===== src/rtl/csi2_rx_packet_parser.sv =====
// CSI-2 packet parser for 4-lane D-PHY byte stream: header/ECC decode, short events, long payload + CRC strip.
// Latency 1 cycle (all outputs registered); no backpressure, the PHY stream cannot be stalled.
module csi2_rx_packet_parser #(
    parameter int unsigned DROP_ECC_ERR = 1,
    parameter int unsigned CNT_W        = 16
) (
    input  logic             clk_i,
    input  logic             rst_i,
    input  logic [31:0]      rx_data_i,
    input  logic [3:0]       rx_sync_i,
    input  logic             rx_valid_i,
    output logic             sp_valid_o,
    output logic [5:0]       sp_dt_o,
    output logic [1:0]       sp_vc_o,
    output logic [15:0]      sp_data_o,
    output logic             lp_start_o,
    output logic [5:0]       lp_dt_o,
    output logic [1:0]       lp_vc_o,
    output logic [15:0]      lp_wc_o,
    output logic             pl_valid_o,
    output logic [31:0]      pl_data_o,
    output logic [3:0]       pl_be_o,
    output logic             pl_last_o,
    output logic [15:0]      crc_o,
    output logic             crc_valid_o,
    output logic             ecc_err_o,
    output logic             trunc_err_o,
    output logic             lane_err_o,
    output logic [CNT_W-1:0] pkt_cnt_o
);

    typedef enum logic [1:0] {S_IDLE, S_PAYLOAD, S_TRAIL} state_t;

    state_t          r_state, w_state_nxt;
    logic [16:0]     r_rem, w_rem_nxt;
    logic [15:0]     r_crc, w_crc_nxt;

    logic            r_sp_vld, r_lp_start, r_pl_vld, r_pl_last, r_crc_vld;
    logic            r_ecc_err, r_trunc_err, r_lane_err;
    logic [5:0]      r_sp_dt, r_lp_dt;
    logic [1:0]      r_sp_vc, r_lp_vc;
    logic [15:0]     r_sp_data, r_lp_wc;
    logic [31:0]     r_pl_data;
    logic [3:0]      r_pl_be;
    logic [CNT_W-1:0] r_cnt;

    logic            w_sp_vld, w_lp_start, w_pl_vld, w_pl_last, w_crc_vld;
    logic            w_ecc_err, w_trunc_err, w_lane_err, w_cnt_inc;
    logic [3:0]      w_pl_be;

    logic [23:0]     w_d;
    logic [5:0]      w_ecc_calc;
    logic            w_ecc_bad, w_sync_full, w_sync_part;
    logic [16:0]     w_pl_left, w_take, w_rem_dec;
    logic [1:0]      w_lo_idx, w_hi_idx;

    assign w_d = rx_data_i[23:0];

    assign w_ecc_calc[0] = w_d[0]^w_d[1]^w_d[2]^w_d[4]^w_d[5]^w_d[7]^w_d[10]^w_d[11]^w_d[13]
                         ^ w_d[16]^w_d[20]^w_d[21]^w_d[22]^w_d[23];
    assign w_ecc_calc[1] = w_d[0]^w_d[1]^w_d[3]^w_d[4]^w_d[6]^w_d[8]^w_d[10]^w_d[12]^w_d[14]
                         ^ w_d[17]^w_d[20]^w_d[21]^w_d[22]^w_d[23];
    assign w_ecc_calc[2] = w_d[0]^w_d[2]^w_d[3]^w_d[5]^w_d[6]^w_d[9]^w_d[11]^w_d[12]^w_d[15]
                         ^ w_d[18]^w_d[20]^w_d[21]^w_d[22];
    assign w_ecc_calc[3] = w_d[1]^w_d[2]^w_d[3]^w_d[7]^w_d[8]^w_d[9]^w_d[13]^w_d[14]^w_d[15]
                         ^ w_d[19]^w_d[20]^w_d[21]^w_d[23];
    assign w_ecc_calc[4] = w_d[4]^w_d[5]^w_d[6]^w_d[7]^w_d[8]^w_d[9]^w_d[16]^w_d[17]^w_d[18]
                         ^ w_d[19]^w_d[20]^w_d[22]^w_d[23];
    assign w_ecc_calc[5] = w_d[10]^w_d[11]^w_d[12]^w_d[13]^w_d[14]^w_d[15]^w_d[16]^w_d[17]
                         ^ w_d[18]^w_d[19]^w_d[21]^w_d[22]^w_d[23];

    assign w_ecc_bad   = (w_ecc_calc != rx_data_i[29:24]);
    assign w_sync_full = (rx_sync_i == 4'hF);
    assign w_sync_part = (rx_sync_i != 4'h0) && !w_sync_full;

    // r_rem counts payload plus the two CRC bytes still to come.
    assign w_pl_left = (r_rem > 17'd2) ? (r_rem - 17'd2) : 17'd0;
    assign w_take    = (r_rem >= 17'd4) ? 17'd4 : r_rem;
    assign w_rem_dec = r_rem - w_take;
    assign w_lo_idx  = r_rem[1:0] - 2'd2;
    assign w_hi_idx  = r_rem[1:0] - 2'd1;

    always_comb begin
        w_state_nxt = r_state;
        w_rem_nxt   = r_rem;
        w_crc_nxt   = r_crc;
        w_sp_vld    = 1'b0;
        w_lp_start  = 1'b0;
        w_pl_vld    = 1'b0;
        w_pl_be     = 4'h0;
        w_pl_last   = 1'b0;
        w_crc_vld   = 1'b0;
        w_ecc_err   = 1'b0;
        w_trunc_err = 1'b0;
        w_lane_err  = 1'b0;
        w_cnt_inc   = 1'b0;
        case (r_state)
            S_IDLE: begin
                if (rx_valid_i && w_sync_full) begin
                    w_ecc_err = w_ecc_bad;
                    if (!(w_ecc_bad && (DROP_ECC_ERR != 0))) begin
                        w_cnt_inc = 1'b1;
                        if (rx_data_i[5:0] < 6'h10) begin
                            w_sp_vld = 1'b1;
                        end else begin
                            w_lp_start  = 1'b1;
                            w_rem_nxt   = {1'b0, rx_data_i[23:8]} + 17'd2;
                            w_state_nxt = S_PAYLOAD;
                        end
                    end
                end else if (w_sync_part) begin
                    w_lane_err = 1'b1;
                end
            end
            S_PAYLOAD: begin
                if (!rx_valid_i) begin
                    w_trunc_err = 1'b1;
                    w_state_nxt = S_IDLE;
                end else begin
                    w_pl_be   = (w_pl_left >= 17'd4) ? 4'hF
                              : ((4'b0001 << w_pl_left[1:0]) - 4'd1);
                    w_pl_vld  = (w_pl_be != 4'h0);
                    w_pl_last = (w_pl_left != 17'd0) && (w_pl_left <= 17'd4);
                    if (r_rem <= 17'd5)
                        w_crc_nxt[7:0]  = rx_data_i[{w_lo_idx, 3'b000} +: 8];
                    if (r_rem <= 17'd4)
                        w_crc_nxt[15:8] = rx_data_i[{w_hi_idx, 3'b000} +: 8];
                    w_rem_nxt = w_rem_dec;
                    if (w_rem_dec == 17'd0) begin
                        w_crc_vld   = 1'b1;
                        w_state_nxt = S_IDLE;
                    end else if (w_rem_dec == 17'd1) begin
                        w_state_nxt = S_TRAIL;
                    end
                end
            end
            S_TRAIL: begin
                w_state_nxt = S_IDLE;
                if (!rx_valid_i) begin
                    w_trunc_err = 1'b1;
                end else begin
                    w_crc_nxt[15:8] = rx_data_i[7:0];
                    w_crc_vld       = 1'b1;
                end
            end
            default: w_state_nxt = S_IDLE;
        endcase
    end

    always_ff @(posedge clk_i) begin
        if (rst_i) begin
            r_state <= S_IDLE;
            r_rem   <= '0;
        end else begin
            r_state <= w_state_nxt;
            r_rem   <= w_rem_nxt;
        end
    end

    always_ff @(posedge clk_i) begin
        if (rst_i) begin
            r_sp_vld    <= 1'b0;
            r_sp_dt     <= '0;
            r_sp_vc     <= '0;
            r_sp_data   <= '0;
            r_lp_start  <= 1'b0;
            r_lp_dt     <= '0;
            r_lp_vc     <= '0;
            r_lp_wc     <= '0;
            r_pl_vld    <= 1'b0;
            r_pl_data   <= '0;
            r_pl_be     <= '0;
            r_pl_last   <= 1'b0;
            r_crc       <= '0;
            r_crc_vld   <= 1'b0;
            r_ecc_err   <= 1'b0;
            r_trunc_err <= 1'b0;
            r_lane_err  <= 1'b0;
            r_cnt       <= '0;
        end else begin
            r_sp_vld    <= w_sp_vld;
            r_lp_start  <= w_lp_start;
            r_pl_vld    <= w_pl_vld;
            r_pl_data   <= w_pl_vld ? rx_data_i : 32'h0;
            r_pl_be     <= w_pl_be;
            r_pl_last   <= w_pl_last;
            r_crc       <= w_crc_nxt;
            r_crc_vld   <= w_crc_vld;
            r_ecc_err   <= w_ecc_err;
            r_trunc_err <= w_trunc_err;
            r_lane_err  <= w_lane_err;
            if (w_sp_vld) begin
                r_sp_dt   <= rx_data_i[5:0];
                r_sp_vc   <= rx_data_i[7:6];
                r_sp_data <= rx_data_i[23:8];
            end
            if (w_lp_start) begin
                r_lp_dt <= rx_data_i[5:0];
                r_lp_vc <= rx_data_i[7:6];
                r_lp_wc <= rx_data_i[23:8];
            end
            if (w_cnt_inc)
                r_cnt <= r_cnt + {{(CNT_W-1){1'b0}}, 1'b1};
        end
    end

    assign sp_valid_o  = r_sp_vld;
    assign sp_dt_o     = r_sp_dt;
    assign sp_vc_o     = r_sp_vc;
    assign sp_data_o   = r_sp_data;
    assign lp_start_o  = r_lp_start;
    assign lp_dt_o     = r_lp_dt;
    assign lp_vc_o     = r_lp_vc;
    assign lp_wc_o     = r_lp_wc;
    assign pl_valid_o  = r_pl_vld;
    assign pl_data_o   = r_pl_data;
    assign pl_be_o     = r_pl_be;
    assign pl_last_o   = r_pl_last;
    assign crc_o       = r_crc;
    assign crc_valid_o = r_crc_vld;
    assign ecc_err_o   = r_ecc_err;
    assign trunc_err_o = r_trunc_err;
    assign lane_err_o  = r_lane_err;
    assign pkt_cnt_o   = r_cnt;

endmodule


===== config.mk =====
export PLATFORM = sky130hd
export DESIGN_NAME = csi2_rx_packet_parser
export DESIGN_NICKNAME = d
export VERILOG_FILES = /design/src/rtl/csi2_rx_packet_parser.sv
export SDC_FILE = /design/constraint.sdc
export NUM_CORES = 1
export LEC_CHECK = 0
export BUFFER_PORTS_ARGS = -buffer_cell sky130_fd_sc_hd__clkbuf_2
export CAP_MARGIN = 15
export CORE_ASPECT_RATIO = 0.7
export CORE_MARGIN = 2
export CORE_UTILIZATION = 45
export CTS_BUF_LIST = sky130_fd_sc_hd__clkbuf_4
export DETAILED_ROUTE_END_ITERATION = 8
export GPL_ROUTABILITY_DRIVEN = 0
export MAX_ROUTING_LAYER = met4
export PLACE_DENSITY = 0.68
export SYNTH_ARGS = -nofsm -noshare
export SYNTH_HDL_FRONTEND = slang
export SYNTH_SLANG_ARGS = --single-unit

===== constraint.sdc =====
create_clock -name clk_i -period 6.5 [get_ports clk_i]
set_input_delay 1.3 -clock clk_i [delete_from_list [all_inputs] [get_ports clk_i]]
set_output_delay 1.3 -clock clk_i [all_outputs]
set_load 0.01 [all_outputs]

Word-level counts from Yosys, hierarchy flattened
Cells that the tools add are included.

Bits in registers: 143. Bits of input ports: 39. Output and inout port bits: 124. Logic and storage cells: 189.

Add/subtract/negate cells: 7. Magnitude comparators: 7. Eq/ne operators: 12. Shift-type cells: 3. Mux-type cells: 39. Bitwise operators: 79. Reduce and logical (&&, ||, !) cells: 21.

Operator list (count): $mux W17 (6); $xor A1 B1 Y1 (73); $shiftx A32 B6 Y8 (2); $le A17 B3 Y1 const B (3); $ge A17 B3 Y1 const B (2); $pmux W17 S2 (1); $mux W8 (3); $mux W1 (18); $add A16 B2 Y17 const B (1); $eq A17 B1 Y1 const B (1); $gt A17 B2 Y1 const B (1); $logic_not A17 Y1 (1); $reduce_bool A17 Y1 (1); $sub A17 B17 Y17 (1); $sub A17 B2 Y17 const B (1); $add A16 B1 Y16 const B (1); $mux W16 (1); $pmux W8 S2 (1); $mux W2 (6); $ne A2 B2 Y1 const B (6); $reduce_or A3 Y1 (3); $reduce_and A4 Y1 (2); $reduce_bool A4 Y1 (2); $lt A6 B5 Y1 const B (1); other kinds (20) (30).

Longest topological paths before layout
Gate-level depths: netlist (run 1).

Word-level depth: 17. Depth in mapped cells: 14. Gate-level depth less buffers: 13.

Least setup slack after synthesis (run 1)
No wires, ideal clock.

Path type: in2reg. Start: in rx_data_i[8]. End: reg r_cnt[15] (netlist: pkt_cnt_o[15]). Library setup time: 70 ps. Data arrival time: 3843 ps. Data required time: 6430 ps. Setup slack: 2587 ps. Stages: 10. Path buffers: 2. Path through: clkbuf_1 xnor3_1 xor2_1 xnor2_1 or3_1 a222oi_1 buf_4 nand3_4 or4_1 a21oi_1.

Word-level cells in the longest chain between the ends: 13. Elaborated cells on any way between the ends: 31. Those cells by class: eq/ne (1); mux (3); bitwise (27).

RTL lines: start: declaration (RTL line 9) `input logic [31:0] rx_data_i,`; $xor A1 B1 Y1 (on tied branches) (4 in a row) (RTL line 61, 65, 67); $xor A1 B1 Y1 (on tied branches) (RTL line 62, 65, 67); $xor A1 B1 Y1 (on tied branches) (4 in a row) (RTL line 62, 66, 68); $ne A6 B6 Y1 (*) (RTL line 72) `assign w_ecc_bad = (w_ecc_calc != rx_data_i[29:24]);`; $mux W1 (*) (RTL line 101) `if (!(w_ecc_bad && (DROP_ECC_ERR != 0))) begin`; $mux W1 (*) (RTL line 99) `if (rx_valid_i && w_sync_full) begin`; $mux W1 (*) (RTL line 97) `case (r_state)`; end signal: assignment (RTL line 203) `r_cnt <= r_cnt + {{(CNT_W-1){1'b0}}, 1'b1};`; end: declaration (RTL line 45) `logic [CNT_W-1:0] r_cnt;`.

Mark *: on every way between the ends. The rest lies on a longest branch, timed or not. A chain may end at the register's enable or synchronous reset.

Final worst setup path (run 1)
Start: reg r_rem[9]. End: reg r_crc_vld (netlist: crc_valid_o).

Word-level cells in the longest chain between the ends: 7.

RTL lines: start: declaration (RTL line 35) `logic [16:0] r_rem, w_rem_nxt;`; start signal: assignment (RTL line 156) `r_rem <= w_rem_nxt;`; $ge A17 B3 Y1 (RTL line 78) `assign w_take = (r_rem >= 17'd4) ? 17'd4 : r_rem;`; $mux W17 (RTL line 78); $sub A17 B17 Y17 (*) (RTL line 79) `assign w_rem_dec = r_rem - w_take;`; $logic_not A17 Y1 (*) (RTL line 129) `if (w_rem_dec == 17'd0) begin`; $mux W1 (*) (RTL line 129); $mux W1 (*) (RTL line 116) `if (!rx_valid_i) begin`; $pmux W1 S2 (*) (RTL line 97); end signal: assignment (RTL line 188) `r_crc_vld <= w_crc_vld;`; end: declaration (RTL line 38) `logic r_sp_vld, r_lp_start, r_pl_vld, r_pl_last, r_crc_vld;`.

Marks and branches as above.

==> results of run 1 <==
-- through the flow --
| step | power, W | hold slack, ps | cells | util (%) |
|---|---|---|---|---|
| 2_1_floorplan | 0.00104 | 466 | 847 | - |
| 3_3_place_gp | 0.00109 | 438 | 1143 | 51.6 |
| 3_5_place_dp | 0.00109 | 444 | 1143 | 51.6 |
| 4_1_cts | 0.00164 | 462 | 1175 | 53.3 |
| 5_1_grt | 0.00169 | 476 | 1175 | 53.3 |
| 6_report | 0.00163 | 461 | 1175 | 53.3 |
-- cells by family (layout without fill, tap and decap cells) --
| family | Yosys count | after routing | share of synthesized area (%) |
|---|---|---|---|
| adder cells (fa/ha/maj) | 14 | 14 | 2.41 |
| AND/OR/NAND/NOR | 338 | 338 | 22.8 |
| AO/OA/AOI/OAI | 162 | 162 | 13.5 |
| flip-flops | 143 | 143 | 39.4 |
| other | 1 | 1 | 0.0517 |
| XOR/XNOR | 72 | 72 | 9.93 |
| buffers and inverters | 88 | 216 | 5.07 |
| multiplexers | 29 | 29 | 6.77 |
-- how the worst min path moves through the flow --
stage | endpoint | slack (ps)
after CTS | lp_wc_o[7] | 460
after global placement | sp_data_o[14] | 440
after detailed placement | lp_dt_o[0] | 440
after global routing | lp_dt_o[0] | 480
final | lp_wc_o[11] | 460
after floorplan | r_state[1] | 470
-- flip-flops by register name, summed over array words and instances (netlist names), 2 cells and up --
name / cells
pkt_cnt_o: 16
sp_dt_o: 6
sp_data_o: 16
lp_wc_o: 16
lp_vc_o: 2
r_state: 2
lp_dt_o: 6
crc_o: 16
pl_be_o: 4
sp_vc_o: 2
r_rem: 17
pl_data_o: 32
-- routing by layer --
metal,global-route usage (%),up-vias
li1,-,3190
met1,36.8,3118
met2,36.3,313
met3,8.01,22
met4,6.03,0
met5,-,-
-- power breakdown --
part / internal (W) / switching (W) / total (W)
Sequential: 0.000878 / 0.000000777 / 0.000878
Combinational: 0.0000788 / 0.000115 / 0.000193
Clock: 0.000170 / 0.000387 / 0.000556
Total: 0.00113 / 0.000502 / 0.00163
-- placed cells by master, fill, tap and decap left out, types with 16 or more instances in the layout --
master,Yosys,final
nand3_1,21,21
o21ai_0,22,22
nor2_1,63,63
mux4_2,16,16
clkbuf_4,0,17
dfxtp_1,143,143
and2_1,39,39
nor3_1,16,16
clkbuf_2,0,161
nand4_1,20,20
xnor2_1,38,38
a21oi_1,81,80
xor2_1,27,27
nand2_1,126,126
-- worst register-to-register path, delay by kind of cell (launching register included) --
kind                     cells  cell delay (ps)
AO/OA/AOI/OAI                2              300
adder cells (fa/ha/maj)      1              280
buffers and inverters        1              100
flip-flops                   1              440
AND/OR/NAND/NOR              9             3450
-- layout make-up --
| type | instances | area (um2) | area share (%) |
|---|---|---|---|
| clock inverters | 15 | 144 | 1.73 |
| clock buffers | 17 | 128 | 1.53 |
| multi-input cells | 616 | 4030 | 48.4 |
| flip-flops and latches | 143 | 2860 | 34.3 |
| repair buffers | 169 | 863 | 10.4 |
| well taps | 200 | 250 | 3.00 |
| inverters | 15 | 56.3 | 0.675 |
==> run metrics, run 1 <==
maximum VDD drop=between 0.0001 and 0.00015 V; setup_tns=0 ps; Crit-path slowest cell=nor3_1; total CTS buffers=17; Post-synth top cells=dfxtp_1, nand2_1, a21oi_1, nor2_1, clkbuf_1; H-tree levels=4; Hold Crit Start=lp_wc_o[11]; Mapped Cells=~850; largest cells by area after synthesis=dfxtp_1, nand2_1, a21oi_1; dpl ws=between 1500 and 2000 ps; crit-path max FO=10; critical path launch point=r_rem[9]; status=finished, final reports clean; crit-path leading delay family=simple AND/OR/NAND/NOR gates; Cell Chain, Critical Path=or4_1 > nor3_1 > nand2_1 > nand2_1 > ha_1 > inv_1 > nor4_2 > nor3_1 > nor4_1 > nand4_1 > a21oi_1 > a21oi_1 > and4b_1; Buf+Inv Stages, Crit Path=1; detailed-router iteration count before antenna repair=5; largest area contributor in the netlist=dfxtp_1; worst setup path end=crc_valid_o; top cell type's share of synthesized area=between 30% and 40%; fin crit period=between 4000 and 5000 ps; worst-margin pin slew=about 1100 ps; DR WL met3=between 2000 and 2500 um; Distinct cells, synth=63; crit path DAT=5140 ps; GRT Residual Overflow=0; Clock Skew=roughly 23 ps; Final ANT Viol Nets=0; final worst setup slack=between 1500 and 2000 ps; Worst-Skew Late Latency=~570 ps; top-count cell post-synth=dfxtp_1; Filler cells=1500; DRT Wirelength=21100 um; Die W=about 160 um; Yosys warning total=0; Hold Path Stages=2; flops & latches, synth=143; Levels on crit path=13; Syn Nets=900; Crit. End Element=register; max incr delay on CP=690 ps; Max Used Layer=met4; max_slew headroom=25.2%; # Post-CTS Setup Buffers=0; Max Slew Vio Count=0; GRT Util Overall=a little over a quarter; drc violations=0; via count=between 6000 and 7000; final instance area=roughly 8300 um2; initial antenna violation count=0; final-stage net count=approximately 1000; Worst R2R End=crc_valid_o; PostCTS Resize Cnt=0; first-pass GRT wire length=33400 um; area of the die=~17000 um2; Reg-to-Reg Start=r_rem[9]; cts hold-fix bufs=0; Worst-path clk slew=140 ps; vias in the first global route=about 6000; leakage=3.40 nW; IO Pins=between 150 and 200; part of the cycle the worst path needs=between 70% and 80%; CP Launch Type=register; core box area=15600 um2; Area after DPL=between 8000 and 9000 um2; R2R setup slack=about 1900 ps; Synth-to-Final Area Change=14.8%; row count=38; ys async rst share=0%; PD cells=just under 200 nW/um2; PortBufs=approximately 160; Final HPWL DP=~15000 um; EDFF count, synth=0; CTS Sinks=around 140; mapped cell area=between 7000 and 8000 um2; worst hold path type=reg2reg; CTS Buffer Depth=2; fmax=about 220 MHz; max cap viols=0; unrepaired setup endpoints after global routing=false; Die Y=~110 um; Iteration-0 DRC Markers=approximately 550; largest net degree at the start of global routing=50; CTS tree=built; CP required=6990 ps; WL met1=approximately 10000 um; Worst Reg-to-Reg Cells=13; Hold Vio Cnt, Final=0; via/cell ratio=5.65; antenna fix cells=0; clk root buf=clkbuf_4; kind of critical path=reg2reg; layout cells sized above 1=between 20% and 30%; # setup viols final=0; effective utilization at floorplan=between 40% and 50%; dominant synthesized flop cell=dfxtp_1; Routed WL per cell=between 15 and 20 um; sequential share of the synthesized area=39.4%; wire length on met2=8590 um; Syn Area/Cell=roughly 8.6 um2
Power figures use the tool's default switching activity.
==> run 2: changes to the inputs <==
- clock period: 6.5 -> 4.3 ns (I/O delays scaled with it)
==> run 2 against run 1 <==
Die area unchanged. Via count rose by 0.92%. Setup slack got worse by 1200 ps. Critical path depth unchanged. Maximum frequency is 27% higher. Sequential power is 51% higher. Sequential share of layout area decreased by 0.67 points. Final area rose by 2.0%. Critical endpoint unchanged. Largest power group unchanged.
==> run metrics, run 2 (synthesis gave the netlist of run 1 again) <==
H-tree levels=4; layout cells sized above 1=between 20% and 30%; vias in the first global route=~6100; PortBufs=162; Final HPWL DP=~15000 um; via/cell ratio=5.59; core box area=between 15000 and 20000 um2; cts hold-fix bufs=0; part of the cycle the worst path needs=85.1%; # Post-CTS Setup Buffers=0; CP required=about 4800 ps; Worst-path clk slew=between 100 and 150 ps; effective utilization at floorplan=approximately 46%; PostCTS Resize Cnt=0; worst hold path type=reg2reg; row count=38; Worst-Skew Late Latency=between 500 and 600 ps; status=finished, final reports clean; leakage=around 3.5 nW; final worst setup slack=between 600 and 700 ps; Power, Total=about 0.0024 W; via count=between 6000 and 7000; IO Pins=163; CP Launch Type=register; total CTS buffers=17; drc violations=0; clk root buf=clkbuf_4; max cap viols=0; initial antenna violation count=0; maximum VDD drop=between 0.0001 and 0.00015 V; max reg flops=32; Crit. End Element=register; fin crit period=around 3700 ps; Max Slew Vio Count=0; largest net degree at the start of global routing=96; hold slack=458 ps; final instance area=roughly 8500 um2; # setup viols final=0; Routed WL per cell=18.2 um; detailed-router iteration count before antenna repair=5; Hold Vio Cnt, Final=0; Synth-to-Final Area Change=17.1%; commonest non-fill, non-tap cell in the layout=clkbuf_2; Iteration-0 DRC Markers=slightly above 600; DRT Wirelength=21800 um; PD cells=approximately 290 nW/um2; Die Y=around 110 um; Area after DPL=a little over 8000 um2; most frequent cells in the layout=clkbuf_2, dfxtp_1, nand2_1; crit path DAT=about 4100 ps; first-pass GRT wire length=approximately 34000 um; antenna fix cells=0; fmax=approximately 270 MHz; unrepaired setup endpoints after global routing=false; CTS Sinks=between 100 and 150; worst-margin pin slew=roughly 1000 ps; GRT Util Overall=a little over a quarter; crit-path max FO=7; Final ANT Viol Nets=0; GRT Residual Overflow=0; Clock Skew=~26 ps; setup_tns=0 ps; kind of critical path=reg2reg; CTS Buffer Depth=2; max_slew headroom=between 30% and 40%; area of the die=around 17000 um2; CTS tree=built; Filler cells=about 1500; Die W=156 um; dpl ws=520 ps; final-stage net count=a little over 1000
## run 2: cell count changes in the layout (fill, tap and decap cells not counted)
cell	change
inv_8	-2
clkinvlp_4	+1
clkinv_8	-1
a21oi_1	-1
clkinv_2	+1
buf_4	+24
inv_6	+1
a21oi_2	+1
## run 2: metal layers
| layer | vias up | global-route usage (%) | part of all wire, % |
|---|---|---|---|
| met2 | 335 | 37.5 | 41 |
| li1 | 3226 | - | - |
| met1 | 3127 | 38.6 | 48 |
| met4 | 0 | 5.70 | 0.64 |
| met5 | - | - | 0 |
| met3 | 16 | 7.47 | 11 |
## run 2: power by group
group | switching [W] | internal [W]
combinational | 0.000181 | 0.000127
clock | 0.000555 | 0.000245
sequential | 0.00000103 | 0.00133
total | 0.000737 | 0.00170
## run 2: area by class of cell
type | count | area (um2) | area share, %
clock inverters | 15 | 126 | 1.49
multi-input cells | 616 | 4040 | 47.5
inverters | 15 | 56.3 | 0.662
flip-flops and latches | 143 | 2860 | 33.7
clock buffers | 17 | 128 | 1.50
repair buffers | 193 | 1040 | 12.3
well taps | 200 | 250 | 2.94
## run 2: metrics by stage
step,util [%],std cells
after floorplan,-,847
after global placement,52.7,1167
after detailed placement,52.7,1167
after CTS,54.4,1199
after global routing,54.4,1199
final,54.4,1199
## run 2: critical path, cell delays in order, from the launching register on
cell and delay, ps:
dfxtp_1 400, or4_1 670, nor3_1 370, nand2_1 120, nand2_1 90, ha_1 200, inv_1 90, nor4_2 500
nor3_1 130, nor4_1 270, nand4_1 190, a21oi_1 210, a21oi_1 90, and4b_1 280
## run 2: path summary, 6_finish.rpt
kind | to | from | slack [ps] | cells after the start
hold / removal | lp_wc_o[11] | lp_wc_o[11] | 460 | 2
setup / recovery | crc_valid_o | r_rem[13] | 640 | 13
hold reg to reg | lp_wc_o[11] | lp_wc_o[11] | 460 | 2
setup reg to reg | crc_valid_o | r_rem[13] | 640 | 13
==> run 3: changes to the inputs <==
- CORE_MARGIN: 2 -> not set
- REMOVE_ABC_BUFFERS: not set -> 1
- SLEW_MARGIN: not set -> 40
==> run 3 against run 2 <==
Utilization grew 0.48 points. Clock skew grew 2.5 ps. Combinational power shrank 1%. Clock power grew 17%. Routed wire length shrank 3.5%. Setup slack lost 84 ps. Critical endpoint unchanged.
==> run metrics, run 3 (synthesis gave the netlist of run 1 again) <==
via count=6783; worst hold path type=reg2reg; antenna fix cells=0; effective utilization at floorplan=a little under half; CP required=~4800 ps; Worst-Skew Late Latency=540 ps; CTS Buffer Depth=2; area of the die=between 15000 and 20000 um2; largest net degree at the start of global routing=between 90 and 100; Hold Vio Cnt, Final=0; Die W=roughly 150 um; crit-path max FO=7; crit path DAT=between 4000 and 5000 ps; cts hold-fix bufs=0; unrepaired setup endpoints after global routing=false; # setup viols final=0; final instance count without filler cells=1200; Max Slew Vio Count=0; PortBufs=around 160; fmax=~270 MHz; GRT Util Overall=a little over a quarter; status=finished, final reports clean; Worst-path clk slew=~160 ps; dpl cells=1168; CP Launch Type=register; Die Y=between 100 and 150 um; drc violations=0; via/cell ratio=~5.7; kind of critical path=reg2reg; Iteration-0 DRC Markers=about 460; most frequent cells in the layout=clkbuf_2, dfxtp_1, nand2_1; final-stage net count=between 1000 and 1500; total CTS buffers=17; PostCTS Resize Cnt=0; maximum VDD drop=about 0.0002 V; Cell Chain, Critical Path=or4_1 > nor3_1 > buf_4 > nand2_1 > nand2_1 > ha_1 > inv_1 > nor4_2 > nor3_1 > nor4_1 > nand4_1 > a21oi_1 > a21oi_1 > and4b_1; layout cells sized above 1=about a quarter; IO Pins=between 150 and 200; max cap viols=0; vias in the first global route=about 6000; worst-margin pin slew=between 700 and 800 ps; CTS tree=built; core box area=~16000 um2; Crit. End Element=register; Synth-to-Final Area Change=18.2%; max reg flops=32; first-pass GRT wire length=between 30000 and 40000 um; clk root buf=clkbuf_4; fin crit period=3740 ps; Final HPWL DP=between 15000 and 20000 um; Worst Reg-to-Reg Cells=14; # Post-CTS Setup Buffers=0; Final ANT Viol Nets=0; DRT Wirelength=~21000 um; PD cells=about 300 nW/um2; final core utilization=54.8%; max_slew headroom=50.2%; max incr delay on CP=around 700 ps; leakage=3.53 nW; detailed-router iteration count before antenna repair=5; Clock Skew=around 28 ps; part of the cycle the worst path needs=around 87%; initial antenna violation count=0; row count=38; CTS Sinks=about 140; Crit-path slowest cell=or4_1; GRT Residual Overflow=0; Routed WL per cell=17.5 um; commonest non-fill, non-tap cell in the layout=clkbuf_2; Hold Path Stages=2; H-tree levels=4
-- run 3: changes by cell type in the layout (fill, tap and decap cells not counted), moves of 2 or more --
cell / previous run / this run
bufinv_16: 0 / 2
clkinv_1: 0 / 2
clkinv_4: 4 / 2
inv_6: 6 / 2
a21oi_2: 2 / 0
inv_8: 1 / 5
-- run 3: routing by layer --
metal	track usage (%)	routed length (um)	share of wire [%]	vias to the layer above
met2	35.4	8390	40	367
li1	-	-	-	3227
met4	5.86	169	0.80	0
met3	8.14	2490	12	18
met5	-	0	0	-
met1	38.5	9970	47	3171
-- run 3: power by group --
group          total, W  switching, W  leakage [nW]  internal [W]
clock network  0.000933      0.000567         0.157      0.000365
logic          0.000304      0.000175          2.22      0.000129
registers       0.00133    0.00000120          1.15       0.00133
-- run 3: through the flow --
stage                     total power, W  cell area, um2  TNS [ps]  setup slack [ps]  hold WS (ps)
after floorplan                  0.00153            6950    -13840              -288           466
after global placement           0.00165            8260         0               502           437
after detailed placement         0.00165            8280         0               473           443
after CTS                        0.00257            8580         0               669           466
after global routing             0.00267            8580         0               219           482
final                            0.00256            8580         0               558           462
-- run 3: worst max-delay path: cells and delay by family (launching register included) --
| kind | cells | cell delay, ps |
|---|---|---|
| AOI/OAI and AO/OA | 2 | 320 |
| adders and majority gates | 1 | 260 |
| and+or+nand+nor | 9 | 2420 |
| DFF | 1 | 400 |
| buffers and inverters | 2 | 270 |
-- run 3: area by class of cell --
cell class              instances  area, um2
multi-input cells             616       4040
fillers                      1483       7070
well taps                     200        250
clock buffers                  17        128
repair buffers                194       1070
clock inverters                15        174
flip-flops and latches        143       2860
inverters                      15       56.3
-- run 3: final timing paths --
| kind | from | slack [ps] | end |
|---|---|---|---|
| max | r_rem[13] | 560 | crc_valid_o |
| min | lp_wc_o[7] | 460 | lp_wc_o[7] |
| max reg2reg | r_rem[13] | 560 | crc_valid_o |
| min reg2reg | lp_wc_o[7] | 460 | lp_wc_o[7] |
